[src/rtl/hack_button_led_io.sv]
// Hack memory-mapped button/LED peripheral: synchronises and debounces
// the board button, counts presses, and holds an LED register.
// Ports:
//   clk_in, reset_n      clock and async active-low reset
//   btn                  raw button, 0 = pressed
//   address/data_in/write CPU addressM/outM/writeM
//   data_out, sel_o      combinational read data and address-hit flag
//   led                  LED drive, 1 = on
// Map: +0 STATUS {sticky, pressed}, +1 PRESSCNT, +2 LEDREG.
`timescale 1ns/1ps
module hack_button_led_io #(
    parameter int unsigned DEBOUNCE_CYCLES = 1000000,
    parameter logic [14:0] BASE_ADDR       = 15'h6000
) (
    input  logic        clk_in,
    input  logic        reset_n,
    input  logic        btn,
    input  logic [14:0] address,
    input  logic [15:0] data_in,
    input  logic        write,
    output logic [15:0] data_out,
    output logic        sel_o,
    output logic        led
);

    localparam logic [23:0] TERM = 24'(DEBOUNCE_CYCLES - 1);

    typedef enum logic {
        STABLE_REL = 1'b0,
        STABLE_PRS = 1'b1
    } state_t;

    logic        r_sync1;
    logic        r_sync2;
    state_t      r_state;
    state_t      w_state_nxt;
    logic [23:0] r_cnt;
    logic [23:0] w_cnt_nxt;
    logic        w_differ;
    logic        w_press_evt;
    logic        w_pressed;
    logic        r_sticky;
    logic [15:0] r_presscnt;
    logic [15:0] w_presscnt_base;
    logic        r_led;
    logic [14:0] w_off;
    logic        w_wr_stat;
    logic        w_wr_cnt;
    logic        w_wr_led;
    logic        w_unused;

    // Decode in 16 bits so a BASE_ADDR near the top cannot wrap.
    assign sel_o = ({1'b0, address} >= {1'b0, BASE_ADDR}) &&
                   ({1'b0, address} <= ({1'b0, BASE_ADDR} + 16'd2));
    assign w_off = address - BASE_ADDR;

    assign w_wr_stat = write && sel_o && (w_off == 15'd0);
    assign w_wr_cnt  = write && sel_o && (w_off == 15'd1);
    assign w_wr_led  = write && sel_o && (w_off == 15'd2);

    assign w_unused = ^data_in[15:1];

    // Plain two-flop synchroniser, idle level is released (1).
    always_ff @(posedge clk_in or negedge reset_n) begin
        if (!reset_n) begin
            r_sync1 <= 1'b1;
            r_sync2 <= 1'b1;
        end else begin
            r_sync1 <= btn;
            r_sync2 <= r_sync1;
        end
    end

    // Debounce FSM: state register.
    always_ff @(posedge clk_in or negedge reset_n) begin
        if (!reset_n) begin
            r_state <= STABLE_REL;
            r_cnt   <= '0;
        end else begin
            r_state <= w_state_nxt;
            r_cnt   <= w_cnt_nxt;
        end
    end

    // Debounce FSM: next state. Debounced level is 1 when released,
    // so btn_s differs when it disagrees with that level.
    always_comb begin
        w_state_nxt = r_state;
        w_cnt_nxt   = '0;
        w_differ    = (r_sync2 != (r_state == STABLE_REL));
        if (w_differ) begin
            if (r_cnt == TERM) begin
                unique case (r_state)
                    STABLE_REL: w_state_nxt = STABLE_PRS;
                    STABLE_PRS: w_state_nxt = STABLE_REL;
                endcase
            end else begin
                w_cnt_nxt = r_cnt + 24'd1;
            end
        end
    end

    // Debounce FSM: outputs.
    always_comb begin
        w_pressed   = (r_state == STABLE_PRS);
        w_press_evt = (r_state == STABLE_REL) &&
                      (w_state_nxt == STABLE_PRS);
    end

    // A write clears first, then a coincident press counts on top.
    assign w_presscnt_base = w_wr_cnt ? 16'd0 : r_presscnt;

    always_ff @(posedge clk_in or negedge reset_n) begin
        if (!reset_n) begin
            r_sticky   <= 1'b0;
            r_presscnt <= '0;
            r_led      <= 1'b0;
        end else begin
            if (w_press_evt) begin
                r_sticky <= 1'b1;
            end else if (w_wr_stat) begin
                r_sticky <= 1'b0;
            end
            r_presscnt <= w_presscnt_base + {15'd0, w_press_evt};
            if (w_wr_led) begin
                r_led <= data_in[0];
            end
        end
    end

    assign led = r_led;

    always_comb begin
        data_out = '0;
        if (sel_o) begin
            unique case (w_off)
                15'd0:   data_out = {14'd0, r_sticky, w_pressed};
                15'd1:   data_out = r_presscnt;
                15'd2:   data_out = {15'd0, r_led};
                default: data_out = '0;
            endcase
        end
    end

endmodule

[config.mk]
export PLATFORM = sky130hd
export DESIGN_NAME = hack_button_led_io
export DESIGN_NICKNAME = d
export VERILOG_FILES = /design/src/rtl/hack_button_led_io.sv
export SDC_FILE = /design/constraint.sdc
export NUM_CORES = 1
export LEC_CHECK = 0
export CAP_MARGIN = 20
export CORE_UTILIZATION = 40
export CTS_CLUSTER_SIZE = 28
export DETAILED_ROUTE_END_ITERATION = 10
export HOLD_SLACK_MARGIN = 0.1
export PLACE_DENSITY = 0.65
export SYNTH_ARGS = -nofsm -noshare
export SYNTH_HDL_FRONTEND = slang
export SYNTH_SLANG_ARGS = --single-unit
[constraint.sdc]
create_clock -name clk_in -period 3.9 [get_ports clk_in]
set_input_delay 1.17 -clock clk_in [delete_from_list [all_inputs] [get_ports clk_in]]
set_output_delay 1.17 -clock clk_in [all_outputs]
set_load 0.01 [all_outputs]
==> results of run 1 <==
## flip-flops by register name, summed over array words and instances, names as in the netlist
signal	cells
r_cnt	24
r_presscnt	16
led	1
r_state	1
r_sticky	1
r_sync1	1
r_sync2	1
## cell type report
type | instances | area, µm²
Timing Repair Buffer | 57 | 472
Sequential cell | 45 | 1130
Multi-Input combinational cell | 201 | 1370
Inverter | 4 | 15.0
Tap cell | 75 | 93.8
Clock inverter | 3 | 46.3
Fill cell | 561 | 2800
Clock buffer | 5 | 68.8
## power by group through the flow
stage	logic (mW)	registers [mW]	clock network, mW
final	0.0587	0.474	0.359
after global routing	0.0661	0.475	0.389
after detailed placement	0.0537	0.483	0
after global placement	0.0528	0.483	0
after floorplan	0.0148	0.483	0
after CTS	0.0552	0.474	0.370
## how the worst max path moves through the flow
stage                 from           end  slack [ps]  cells after the start
2_1_floorplan  address[13]  data_out[10]         380                      6
3_3_place_gp   address[13]   data_out[0]        -450                      6
3_5_place_dp   address[13]   data_out[4]        -470                      8
4_1_cts         address[8]         sel_o          30                      7
5_1_grt        address[12]         sel_o           6                      7
6_report       address[14]   data_out[0]          90                      7
## what timing repair did
action	4_1_cts	5_1_grt
cloned	1	0
setup buffers	5	1
resized for setup	78	9
endpoints found under the setup margin	17	16
pin swaps	3	4
## worst register-to-register path, delay by kind of cell (launching register included)
| kind | cells | cell delay [ps] |
|---|---|---|
| and+or+nand+nor | 6 | 1510 |
| adders and majority gates | 3 | 700 |
| DFF | 1 | 390 |
| xor gates and xnor gates | 1 | 160 |
| buffers and inverters | 1 | 80 |
## metrics by stage
stage / setup TNS, ps / area [µm²] / instances / util [%] / hold slack [ps]
global placement: -7110 / 3000 / 374 / 50.1 / 349
detailed placement: -7730 / 3000 / 374 / 50.1 / 347
floorplan: 0 / 2510 / 259 / - / 345
global route: 0 / 3190 / 390 / 53.3 / 375
CTS: 0 / 3120 / 388 / 52.2 / 367
finish: 0 / 3190 / 390 / 53.3 / 362
## routing by layer
layer  share of wire [%]  routed length (µm)  track usage, %
met1                  45                2320            22.4
met2                  49                2570            30.8
met3                 4.5                 236            3.37
met4                 1.3                  66            5.89
met5                   0                   0               0
## cell families after synthesis
kind of cell	after synthesis	synth area share (%)
muxes	3	1.25
buffers and inverters	13	2.85
adders and majority gates	5	2.50
AOI/OAI and AO/OA	39	9.64
DFF	45	45.0
xor gates and xnor gates	23	8.04
and+or+nand+nor	131	30.7
## synthesized netlist by cell type (2+ instances only)
| cell type | n |
|---|---|
| nor4_1 | 4 |
| ha_1 | 5 |
| and2_1 | 18 |
| nor2b_1 | 2 |
| or3_1 | 7 |
| or4_4 | 3 |
| a21oi_1 | 11 |
| xor2_1 | 13 |
| xnor2_1 | 10 |
| a21oi_2 | 3 |
| a211oi_1 | 2 |
| buf_2 | 3 |
| buf_6 | 2 |
| nor4b_1 | 2 |
| nand2_1 | 10 |
| or4_1 | 4 |
| clkbuf_1 | 3 |
| o31ai_1 | 9 |
| and3_1 | 2 |
| dfstp_2 | 2 |
| nand3_1 | 15 |
| dfrtp_1 | 43 |
| nor3_1 | 7 |
| inv_1 | 4 |
| and4_1 | 4 |
| o21ai_0 | 10 |
| nor2_1 | 27 |
| nand4_1 | 16 |
| mux2i_1 | 2 |
==> qor.yml, run 1 <==
outcome: "finished, final reports clean"
layout-drive-gt1-share_pct: 22.2
detail-route-antenna-nets: 0
critPathMaxStageDelay_ps: 290
grt_first_pass_wirelength_um: 9160
number_of_synthesized_flops_with_an_enable_pin: 0
drt_pass1_iterations: 4
ff2ff_path_depth: 11
synth.ff_latch_count: 45
synth.distinct_cells: 45
min-delay-start: "r_sync1"
combPwrFrac_pct: 6.6
io_buffers: 37
yosys.area.top_type_share_pct: 42.9
p_int_mw: 0.692
dieArea_um2: 6590
timing.final.max_slew_violations: 0
critical_path.reg2reg.endpoint: "r_presscnt[14]"
holdCritPathClass: "flop to flop"
pwr_density_cell_nw_per_um2: 279
most_used_cells_in_the_layout_excluding_fill_and_tap_cells: "43 x dfrtp_1, 26 x nor2_1, 18 x and2_1"
clockRootBuffer: "clkbuf_8"
routedWlPerCell_um: 13.3
ctsHoldBuffers: 0
cts_tree: "yes"
clk_pin_slew_ps: 80
floorplan.initialDensity_pct: 41.8
vdd.ir_drop.worst_mv: 0.183
critical_path.n_buffers_inverters: 3
grt_setup_unrepaired: "false"
min_delay_endpoint: "r_sync2"
core-area_um2: 5990
depth_of_the_worst_hold_timing_path: 0
arrival_worst_endpoint_ps: 2640
track_usage_pct: 17.9
detailroute.via_count: 2083
seq_power_share_pct: 53.2
synth-seq-area-share_pct: 45.0
syn-num-nets: 299
report.final.setup_viol: 0
total_leakage_power_nw: 1.39
drc_errors: 0
post_synth.cell_area_avg_um2: 9.68
synth_cells: 259
die_w_um: 81.2
period_minus_slack_ps: 3810
clkSinkCount: 45
drt-vias-per-instance: 5.34
finalHoldViolCount: 0
post_synth_instance_area_um2: 2510
num_io_pins: 53
total_half_perimeter_wirelength_after_legalization_and_detailed_placement_um: 3560
synth_warnings: 0
async_reset_ff_share_pct: 100
rows: 28
fin_crit_sh_pct: 97.7
power.net_switching_mw: 0.199
netlist_top_cells_area: "dfrtp_1 43%, xor2_1 4.5%, and2_1 4.5%, nor2_1 4.0%, nand4_1 4.0%"
crit_path_cell_trace: "dlygate4sd2_1 > ha_1 > and3b_2 > nand4_1 > buf_4 > a211oi_2 > buf_2"
synthFlopType: "dfrtp_1"
worst_path_dominant_cell_family: "buffers and inverters"
die_height_um: 81.2
worstSkewPairLatency_ps: 310
grt_max_degree: 46
timing_worst_slew_pin_value_ps: 461
rr_startpoint: "r_cnt[0]"
design_power_total_mw: 0.892
htree_num_levels: 2
vias_in_the_first_global_route: 2073
maxSlewHeadroom_pct: 69.3
power.share.switching_pct: 22.4
area.growth.synth_to_final_pct: 27.5
setup.worst_path.class: "input port to output pin"
achievable-frequency_mhz: 262
antenna_violations_before_repair: 0
cts_made_buffers: 5
clockBufferDepth: 2
critPathLaunchType: "input port"
global_route.overflow_total: 0
cp_max_fo: 3
pre_cts_slack_ps: -469
end_kind: "output pin"
layout_commonest_cell: "dfrtp_1"
timing.critical_path.required_ps: 2730
final_critical_path_setup_slack_ps: 88.9
insertedDiodeCount: 0
detail_route.iter0.violations: 45
skew_ps: 12.6
power.clock.fraction_pct: 40.2
design.final.nets: 354
cap_viol_max_count: 0
yosysTopAreaCell: "dfrtp_1"
gp_routability_congestion: 0.770
regToRegSetupSlack_ps: 970
cpMaxStageDelayCell: "ha_1"
drt-total-wl_um: 5200
Power figures use the tool's default switching activity.
==> run 2: changes to the inputs <==
--- a/config.mk
+++ b/config.mk
@@ -6,11 +6,13 @@
 export NUM_CORES = 1
 export LEC_CHECK = 0
 export CAP_MARGIN = 20
-export CORE_UTILIZATION = 40
+export CELL_PAD_IN_SITES_DETAIL_PLACEMENT = 0
+export CELL_PAD_IN_SITES_GLOBAL_PLACEMENT = 1
+export CORE_UTILIZATION = 39
 export CTS_CLUSTER_SIZE = 28
 export DETAILED_ROUTE_END_ITERATION = 10
 export HOLD_SLACK_MARGIN = 0.1
-export PLACE_DENSITY = 0.65
+export PLACE_DENSITY_LB_ADDON = 0.1
 export SYNTH_ARGS = -nofsm -noshare
 export SYNTH_HDL_FRONTEND = slang
 export SYNTH_SLANG_ARGS = --single-unit
==> run 2 against run 1 <==
Effect of this change:
- clock skew about the same
- setup slack better by 20 ps
- critical path depth is the same
- sequential share of layout area fell by 0.12 points
- non-clock buffer count up 5
- global-route usage down 0.67 points
- largest cell class unchanged
- flip-flop and latch count stayed put
- critical endpoint unchanged
- design area grew 0.35%
==> qor.yml, run 2 (synthesized netlist as in run 1, its figures left out) <==
p_int_mw: 0.644
layoutNonFillerInstCount: 395
multi_input_comb_area_um2: 1370
pwr_density_cell_nw_per_um2: 260
total_leakage_power_nw: 1.41
worstSkewPairLatency_ps: 300
drc_errors: 0
clkSinkCount: 45
gp_routability_congestion: 0.712
core-area_um2: 6060
setup-tns-final_ps: 0
die_w_um: 82.2
timing.final.max_slew_violations: 0
maxSlewHeadroom_pct: 70.1
drt-vias-per-instance: 5.40
routedWlPerCell_um: 14.1
htree_num_levels: 2
global_route.overflow_total: 0
cts_made_buffers: 5
rows: 28
cts_tree: "yes"
setup.worst_path.class: "input port to output pin"
detail-route-antenna-nets: 0
clockRootBuffer: "clkbuf_8"
ctsHoldBuffers: 0
grt_setup_unrepaired: "false"
combPwrFrac_pct: 7.0
timing.critical_path.required_ps: 2730
antenna_violations_before_repair: 0
vias_in_the_first_global_route: 1963
min-delay-start: "r_sync1"
finalHoldViolCount: 0
place_inst: 376
area.growth.synth_to_final_pct: 27.9
drt-total-wl_um: 5560
clk_pin_slew_ps: 80
dieArea_um2: 6750
period_minus_slack_ps: 3790
skew_ps: 12.5
critical_path.reg2reg.endpoint: "r_presscnt[14]"
achievable-frequency_mhz: 264
power.share.switching_pct: 22.8
depth_of_the_worst_hold_timing_path: 0
min_delay_endpoint: "r_sync2"
cap_viol_max_count: 0
critPathLaunchType: "input port"
rr_startpoint: "r_cnt[0]"
insertedDiodeCount: 0
grt_first_pass_wirelength_um: 8860
detailroute.via_count: 2133
layout-drive-gt1-share_pct: 22.8
floorplan.initialDensity_pct: 41.4
end_kind: "output pin"
io_buffers: 37
clockBufferDepth: 2
holdCritPathClass: "flop to flop"
grt_max_degree: 46
die_height_um: 82.2
timing_worst_slew_pin_value_ps: 449
cp_max_fo: 2
design.final.nets: 359
regToRegSetupSlack_ps: 960
vdd.ir_drop.worst_mv: 0.162
track_usage_pct: 17.2
regArea_um2: 1130
num_io_pins: 53
report.final.setup_viol: 0
drt_pass1_iterations: 4
design_power_total_mw: 0.834
arrival_worst_endpoint_ps: 2620
largest_register_ff_count: 24
ff2ff_path_depth: 11
outcome: "finished, final reports clean"
largest_register: "r_cnt"
power.clock.fraction_pct: 36.1
fillers: 570
layout_commonest_cell: "dfrtp_1"
total_half_perimeter_wirelength_after_legalization_and_detailed_placement_um: 3680
fin_crit_sh_pct: 97.2
seq_power_share_pct: 56.9
power.net_switching_mw: 0.190
detail_route.iter0.violations: 59
most_used_cells_in_the_layout_excluding_fill_and_tap_cells: "43 x dfrtp_1, 26 x nor2_1, 21 x buf_4, 17 x and2_1, 16 x nand4_1"
top_regs: "r_cnt x24, r_presscnt x16"
-- run 2: cell count changes in the layout (fill, tap and decap cells not counted), moves of 2 or more --
cell             delta
clkdlybuf4s50_1     -6
buf_4               +5
dlygate4sd2_1       +5
clkdlybuf4s15_1     +3
clkbuf_1            +2
-- run 2: worst max-delay path by stage --
stage / from / end / slack (ps) / cells after the start
3_5_place_dp: address[5] / data_out[0] / -480 / 6
5_1_grt: address[8] / data_out[1] / 7 / 8
4_1_cts: address[2] / data_out[0] / 8 / 7
2_1_floorplan: address[13] / data_out[10] / 380 / 6
3_3_place_gp: address[13] / data_out[2] / -420 / 8
6_report: address[8] / data_out[0] / 110 / 7
-- run 2: repair_timing --
item	in CTS	in global routing
setup buffers	9	1
setup endpoints to repair	17	16
resized for setup	82	15
cloned	1	0
pin swaps	8	7
-- run 2: layer usage --
layer | track usage [%] | vias up | wire length (µm)
li1 | - | 1058 | -
met1 | 21.4 | 1030 | 2630
met2 | 30.0 | 38 | 2640
met3 | 3.30 | 7 | 231
met4 | 5.26 | 0 | 65
met5 | 0 | - | 0
-- run 2: critical path, cell delays in order --
cell and delay [ps]:
dlygate4sd2_1 260, nor4_4 310, buf_4 160, buf_4 90, nand4_1 130, a211oi_2 240
clkdlybuf4s15_1 260
-- run 2: through the flow --
stage | setup WS, ps | cell area (µm²) | util [%] | hold slack (ps)
after floorplan | 379 | 2510 | - | 345
after CTS | 8.27 | 3210 | 53.0 | 361
after global routing | 7.47 | 3210 | 52.9 | 368
final | 109 | 3210 | 52.9 | 355
after detailed placement | -480 | 3010 | 49.7 | 347
after global placement | -422 | 3010 | 49.7 | 350
-- run 2: power groups by stage --
stage	combinational (mW)	clock [mW]	sequential [mW]
floorplan	0.0148	0	0.483
global placement	0.0543	0	0.484
detailed placement	0.0550	0	0.483
CTS	0.0577	0.311	0.474
global route	0.0648	0.327	0.475
finish	0.0581	0.301	0.474
-- run 2: final cells by class --
cell class / instances / share of cell area (%)
clock buffer: 8 / 2.81
timing repair buffer: 62 / 15.8
inverter: 4 / 0.468
tap: 75 / 2.93
multi-input combinational: 201 / 42.8
sequential: 45 / 35.2
==> run 3: changes to the inputs <==
--- a/config.mk
+++ b/config.mk
@@ -9,7 +9,6 @@
 export CELL_PAD_IN_SITES_DETAIL_PLACEMENT = 0
 export CELL_PAD_IN_SITES_GLOBAL_PLACEMENT = 1
 export CORE_UTILIZATION = 39
-export CTS_CLUSTER_SIZE = 28
 export DETAILED_ROUTE_END_ITERATION = 10
 export HOLD_SLACK_MARGIN = 0.1
 export PLACE_DENSITY_LB_ADDON = 0.1
==> constraint.sdc (replaced) <==
create_clock -name clk_in -period 3.9 [get_ports clk_in]
set_input_delay 1.17 -clock clk_in [delete_from_list [all_inputs] [get_ports clk_in]]
set_output_delay 1.17 -clock clk_in [all_outputs]
set_load 0.005 [all_outputs]
==> run 3 against run 2 <==
Effect of this change:
- setup slack got worse by 44 ps
- cell count up 0.76%
- design area increased by 3.8%
- flip-flop and latch count stayed put
- sequential share of layout area is 1.3 points lower
- critical endpoint is now data_out[5]
- global-route usage grew 1.1 points
==> qor.yml, run 3 (synthesized netlist as in run 1, its figures left out) <==
outcome: "finished, final reports clean"
htree_num_levels: 2
holdCritPathClass: "flop to flop"
num_io_pins: 53
insertedDiodeCount: 0
end_kind: "output pin"
routedWlPerCell_um: 14.3
drc_errors: 0
die_height_um: 82.2
vdd.ir_drop.worst_mv: 0.164
met2WireLength_um: 2680
drt-vias-per-instance: 5.44
total_leakage_power_nw: 1.46
finalHoldViolCount: 0
setup.worst_path.class: "input port to output pin"
rr_startpoint: "r_cnt[0]"
achievable-frequency_mhz: 261
die_w_um: 82.2
layoutNonFillerInstCount: 398
rows: 28
uppermost_metal_layer_occupied_by_signal_nets: "met4"
power.share.switching_pct: 20.8
timing.final.max_slew_violations: 0
place_inst: 376
pwr_density_cell_nw_per_um2: 286
worstSkewPairLatency_ps: 300
area.growth.synth_to_final_pct: 32.8
drt-total-wl_um: 5680
arrival_worst_endpoint_ps: 2660
p_int_mw: 0.755
grt_max_degree: 46
critical_path.reg2reg.endpoint: "r_presscnt[14]"
detailroute.via_count: 2165
most_used_cells_in_the_layout_excluding_fill_and_tap_cells: "43 x dfrtp_1, 26 x nor2_1, 23 x buf_4, 16 x and2_1, 16 x nand4_1"
layout_commonest_cell: "dfrtp_1"
setup-tns-final_ps: 0
floorplan.initialDensity_pct: 41.4
met3_routed_wirelength_um: 290
total_half_perimeter_wirelength_after_legalization_and_detailed_placement_um: 3610
seq_power_share_pct: 49.8
route.layer.met1.wl_um: 2600
timing_worst_slew_pin_value_ps: 486
detail_route.iter0.violations: 41
clk_pin_slew_ps: 80
termination_of_the_worst_setup_path: "data_out[5]"
first_element_of_the_critical_path: "address[13]"
design.final.nets: 362
grt_first_pass_wirelength_um: 9400
layout-drive-gt1-share_pct: 24.8
detail-route-antenna-nets: 0
top_regs: "r_cnt x24, r_presscnt x16"
cp_max_fo: 3
cts_tree: "yes"
gp_routability_congestion: 0.708
power.net_switching_mw: 0.198
largest_register: "r_cnt"
ctsHoldBuffers: 0
largest_register_ff_count: 24
cap_viol_max_count: 0
dieArea_um2: 6750
combPwrFrac_pct: 6.4
fillers: 570
clkSinkCount: 45
period_minus_slack_ps: 3830
regToRegSetupSlack_ps: 920
drt_pass1_iterations: 4
fin_crit_sh_pct: 98.3
track_usage_pct: 18.3
timing.critical_path.required_ps: 2730
antenna_violations_before_repair: 0
worst_hold_slack_ps: 362
io_buffers: 37
power.clock.fraction_pct: 43.8
clockRootBuffer: "clkbuf_8"
maxSlewHeadroom_pct: 67.6
report.final.setup_viol: 0
clockBufferDepth: 2
cts_made_buffers: 5
vias_in_the_first_global_route: 2039
global_route.overflow_total: 0
ff2ff_path_depth: 11
skew_ps: 14.3
core-area_um2: 6060
critPathLaunchType: "input port"
==> run 3: how the worst min path moves through the flow <==
stage                     cells past startpoint      end  slack (ps)    start
final                                         0  r_sync2         360  r_sync1
after global placement                        0  r_sync2         350  r_sync1
after detailed placement                      0  r_sync2         350  r_sync1
after CTS                                     0  r_sync2         360  r_sync1
after global routing                          0  r_sync2         370  r_sync1
after floorplan                               0  r_sync2         350  r_sync1
==> run 3: through the flow <==
step | setup slack (ps) | area (µm²) | power, mW | util [%]
CTS | 4.30 | 3270 | 0.958 | 53.9
global placement | -386 | 3010 | 0.538 | 49.7
detailed placement | -411 | 3010 | 0.538 | 49.7
global route | -5.28 | 3330 | 0.988 | 54.9
finish | 65.5 | 3330 | 0.953 | 54.9
floorplan | 413 | 2510 | 0.497 | -
==> run 3: area by class of cell <==
class | count | area, µm² | share of cell area (%)
inverters | 4 | 15.0 | 0.451
clock inverters | 3 | 65.1 | 1.95
repair buffers | 65 | 556 | 16.7
well taps | 75 | 93.8 | 2.82
clock buffers | 5 | 68.8 | 2.07
flip-flops and latches | 45 | 1130 | 33.9
multi-input cells | 201 | 1400 | 42.1
==> run 3: per-layer routing <==
metal / global-route usage [%] / up-vias
met5: 0 / -
met4: 7.19 / 0
li1: - / 1074
met1: 23.4 / 1023
met3: 3.85 / 12
met2: 30.3 / 56
==> run 3: timing repair <==
action                                 CTS  global route
endpoints found under the hold margin    0             0
resized for setup                       55            32
pin swaps                               12             6
setup buffers                            9             4
setup endpoints to repair               17            16
cloned                                   1             0
==> run 3: worst max-delay path, cell delays in order <==
cell and delay, ps:
clkdlybuf4s15_2 210, buf_4 140, ha_1 190, and3b_2 230
nand3_4 90, nor2_4 50, buf_6 110, buf_4 120
buf_4 120, and2_1 140, clkbuf_2 100
==> run 3: power groups by stage <==
stage          combinational (mW)  sequential [mW]  clock (mW)
2_1_floorplan              0.0145            0.483           0
4_1_cts                    0.0573            0.474       0.426
5_1_grt                    0.0679            0.475       0.444
3_5_place_dp               0.0543            0.483           0
6_report                   0.0614            0.474       0.417
3_3_place_gp               0.0541            0.484           0
